$ cat src/rtl/four_bit_add_sub_pkg.sv
// -----------------------------------------------------------------------------
// four_bit_add_sub_pkg
// Shared constants for the registered adder/subtractor leaf.
//   DEFAULT_WIDTH : default operand/result width
//   OP_ADD/OP_SUB : encoding of the ctrl operation-select input
// -----------------------------------------------------------------------------
package four_bit_add_sub_pkg;

    localparam int   DEFAULT_WIDTH = 4;

    localparam logic OP_ADD = 1'b0;
    localparam logic OP_SUB = 1'b1;

endpackage : four_bit_add_sub_pkg

$ cat src/rtl/four_bit_add_sub_full_adder_cell.sv
// -----------------------------------------------------------------------------
// full_adder_cell
// One-bit full adder, the repeated cell of the ripple-carry chain.
//   a, b, cin : input bits and carry-in
//   s         : sum bit  (a ^ b ^ cin)
//   cout      : carry-out (a & b | cin & (a ^ b))
// -----------------------------------------------------------------------------
module full_adder_cell (
    input  logic a,
    input  logic b,
    input  logic cin,
    output logic s,
    output logic cout
);

    logic p;

    // Propagate term is shared by the sum and the carry.
    assign p    = a ^ b;
    assign s    = p ^ cin;
    assign cout = (a & b) | (cin & p);

endmodule : full_adder_cell

$ cat src/rtl/four_bit_add_sub.sv
// -----------------------------------------------------------------------------
// four_bit_add_sub
// Registered WIDTH-bit adder/subtractor built from a ripple chain of
// full_adder_cell instances. Subtraction is in1 + ~in2 + 1: ctrl both inverts
// in2 and feeds the carry-in of bit 0. Result and carry-out appear one clock
// after the operands are sampled.
//   clk   : rising-edge clock
//   rst_n : asynchronous active-low reset, clears sum and crry
//   in1   : operand A
//   in2   : operand B
//   ctrl  : 0 = add (A + B), 1 = subtract (A - B)
//   sum   : registered result bits
//   crry  : registered carry-out of the MSB cell (for subtract, 1 = no borrow)
// There is no handshake or enable: a new result is captured on every edge.
// -----------------------------------------------------------------------------
module four_bit_add_sub
    import four_bit_add_sub_pkg::*;
#(
    parameter int WIDTH = DEFAULT_WIDTH
) (
    input  logic             clk,
    input  logic             rst_n,
    input  logic [WIDTH-1:0] in1,
    input  logic [WIDTH-1:0] in2,
    input  logic             ctrl,
    output logic [WIDTH-1:0] sum,
    output logic             crry
);

    logic [WIDTH-1:0] b_eff;
    logic [WIDTH:0]   carry;
    logic [WIDTH-1:0] s;
    logic             is_sub;

    assign is_sub   = (ctrl == OP_SUB);

    // Conditional inversion stage: ones' complement of in2 when subtracting.
    assign b_eff    = in2 ^ {WIDTH{is_sub}};

    // The +1 of the two's complement enters as the chain carry-in.
    assign carry[0] = is_sub;

    for (genvar i = 0; i < WIDTH; i++) begin : g_chain
        full_adder_cell u_fa (
            .a    (in1[i]),
            .b    (b_eff[i]),
            .cin  (carry[i]),
            .s    (s[i]),
            .cout (carry[i+1])
        );
    end

    always_ff @(posedge clk or negedge rst_n) begin
        if (!rst_n) begin
            sum  <= '0;
            crry <= 1'b0;
        end else begin
            sum  <= s;
            crry <= carry[WIDTH];
        end
    end

endmodule : four_bit_add_sub

$ cat config.mk
export PLATFORM = sky130hd
export DESIGN_NAME = four_bit_add_sub
export DESIGN_NICKNAME = d
export VERILOG_FILES = /design/src/rtl/four_bit_add_sub_pkg.sv /design/src/rtl/four_bit_add_sub_full_adder_cell.sv /design/src/rtl/four_bit_add_sub.sv
export SDC_FILE = /design/constraint.sdc
export NUM_CORES = 1
export LEC_CHECK = 0
export ABC_AREA = 0
export BUFFER_PORTS_ARGS = -buffer_cell sky130_fd_sc_hd__buf_2
export CAP_MARGIN = 25
export CORE_AREA = 3 3 40 42
export DETAILED_ROUTE_END_ITERATION = 8
export DIE_AREA = 0 0 43 45
export GPL_TIMING_DRIVEN = 0
export PLACE_DENSITY = 0.41
export REMOVE_ABC_BUFFERS = 1
export SLEW_MARGIN = 20
export SYNTH_ARGS = -nofsm -noshare
export SYNTH_HDL_FRONTEND = slang
export SYNTH_SLANG_ARGS = --single-unit
$ cat constraint.sdc
create_clock -name clk -period 0.8 [get_ports clk]
set_clock_uncertainty 0.05 [all_clocks]
set_input_delay 0.12 -clock clk [delete_from_list [all_inputs] [get_ports clk]]
set_output_delay 0.12 -clock clk [all_outputs]
set_load 0.1 [all_outputs]
==> results.cfg <==
[final_layout]
num-fill-cells = 130
n_antenna_cell = 0
final_cells = 54
area_delta_synth_final_pct = 97.0
drive_above_1_share_pct = 66.7
layout.nets = 54

[floorplanning]
die_y_um = 45
die_w_um = 43
start_util_pct = 19.4
pin_count = 16
die_area_mm2 = 0.00194
core_mm2 = 0.00128
rows = 13

[min_path]
min_path_type = in -> reg
min_from = in2[0]

[routing]
vias = 185
drc_errors = 0
vias_per_cell = 3.43
drtIter0Drc = 0
wirelength_um = 439
wl_per_cell_um = 8.13
drtPass1Iterations = 1
antenna_left = 0

[sta]
fin_ws_ps = -674
timing.fmax_mhz = 678
setup_viol = 9
tns_ps = -2280
period_share_pct = 184
min_period_ps = 1470
finalHoldViolations = 0
drv_slew = 0
worst_pin_slew_ps = 229
grt_setup_unrepaired = true
maxSlewHeadroom_pct = 84.6

[setup_path]
crit_required_ps = 860
slowest_stage = fa_2
crit_fanout = 3
path_common_cell = fa_2
crit_start = ctrl
path_delay_family = adder cells
endpoint_kind = flop
crit_chain = buf_12 -> xnor2_4 -> fa_2 -> fa_2 -> inv_2 -> fa_2
startpoint_type = input port
arrival_ps = 1530
critical_path_class = in -> reg
max_stage_delay_ps = 410
cp.buffers_inverters = 2

[power]
swShare_pct = 45.6
seqPwrFrac_pct = 25.3
leakage_nw = 0.237
peakVddDrop_mv = 0.715
combPwrFrac_pct = 53.6
clkPwrFrac_pct = 21.1
power.switching_mw = 0.609
p_per_area_mw_per_mm2 = 2730
internal_power_mw = 0.727
total_power_mw = 1.34

[place]
port_buffers = 15
gp_congestion = 0.647
dp_cells = 48

[status]
violations = setup timing
outcome = finished with violations

[global_route]
grt_overflow_total = 0
grt_pass1_wl_um = 607
grt_pass1_vias = 194
grt_max_degree = 6
grtUsageTotal_pct = 4.97
grt_antenna_before_repair = 0

[synthesis]
ys_ff_latch = 5
seq_area_frac_synth_pct = 50.3
avgSynthCellArea_um2 = 13.8
synthCells = 18
yosysWarnings = 0
syn_area_um2 = 249
yosysUniqueCellTypes = 6

[clocking]
cts_sinks = 5
clk_pin_slew_ps = 40
cts_max_level = 1
clk_path_buf_depth = 2
cts_tree = yes
root_buffer = clkbuf_4
cts_made_buffers = 3

[job]
cap_violations = 0
[state kept, by name, indices dropped and copies added (netlist names)]
name,count
crry,1
sum,4
[cell usage after synthesis, drive strengths merged]
cell	count	share of area, %
xor2	2	7.0
inv	5	7.5
dfrtp	5	50
mux2i	1	4.0
fa	3	24
xnor2	2	7.0
[metrics by stage]
step | setup WS [ps] | hold WS (ps) | util (%) | area [um^2]
finish | -674 | 1.14 | 38.2 | 490
global route | -702 | 6.56 | 38.2 | 490
CTS | -664 | -5.10 | 37.9 | 487
floorplan | -842 | -226 | - | 249
detailed placement | -1060 | -116 | 26.7 | 343
global placement | -1050 | -117 | 26.7 | 343
[cells in the final DEF, fill, tap and decap left out, drive strengths merged]
cell	count
buf	16
dfrtp	5
inv	5
clkbuf	4
fa	3
xor2	2
xnor2	2
mux2i	1
dlygate4sd3	1
[layout make-up]
class | instances | area, um^2 | share of cell area, %
repair buffers | 17 | 170 | 34.7
multi-input cells | 8 | 131 | 26.8
inverters | 5 | 18.8 | 3.83
flip-flops and latches | 5 | 125 | 25.5
well taps | 15 | 18.8 | 3.83
clock buffers | 4 | 26.3 | 5.36
[power groups by stage]
| stage | registers, mW | logic, mW | clock network (mW) |
|---|---|---|---|
| after floorplan | 0.711 | 0.0637 | 0 |
| after global placement | 0.316 | 0.561 | 0 |
| after detailed placement | 0.318 | 0.564 | 0 |
| after CTS | 0.336 | 0.699 | 0.298 |
| after global routing | 0.341 | 0.739 | 0.304 |
| final | 0.338 | 0.716 | 0.282 |
[timing repair]
| item | CTS | global route |
|---|---|---|
| resized for setup | 27 | 3 |
| setup endpoints to repair | 9 | 9 |
| hold buffers | 1 | 0 |
| setup buffers | 1 | 0 |
| hold endpoints to repair | 6 | 0 |
[metal layers]
metal | routed length, um | vias to the layer above | track usage [%]
met1 | 118 | 83 | 3.00
met4 | 0 | 0 | 10.8
met2 | 262 | 11 | 8.38
li1 | - | 91 | -
met5 | 0 | - | 0
met3 | 58 | 0 | 0.398
[worst paths after layout]
| path | to | slack [ps] | cells past startpoint |
|---|---|---|---|
| setup / recovery | sum[3] | -670 | 6 |
| hold / removal | sum[0] | 1 | 2 |
| max in group asynchronous | crry | 400 | 2 |
| min in group asynchronous | sum[0] | 170 | 2 |
[cell families after synthesis]
group      synth area share (%)
buf+inv                    7.54
fa+ha+maj                  24.1
xor+xnor                   14.1
mux                        4.02
flops                      50.3
No activity file was read; power rests on OpenSTA's default activity.
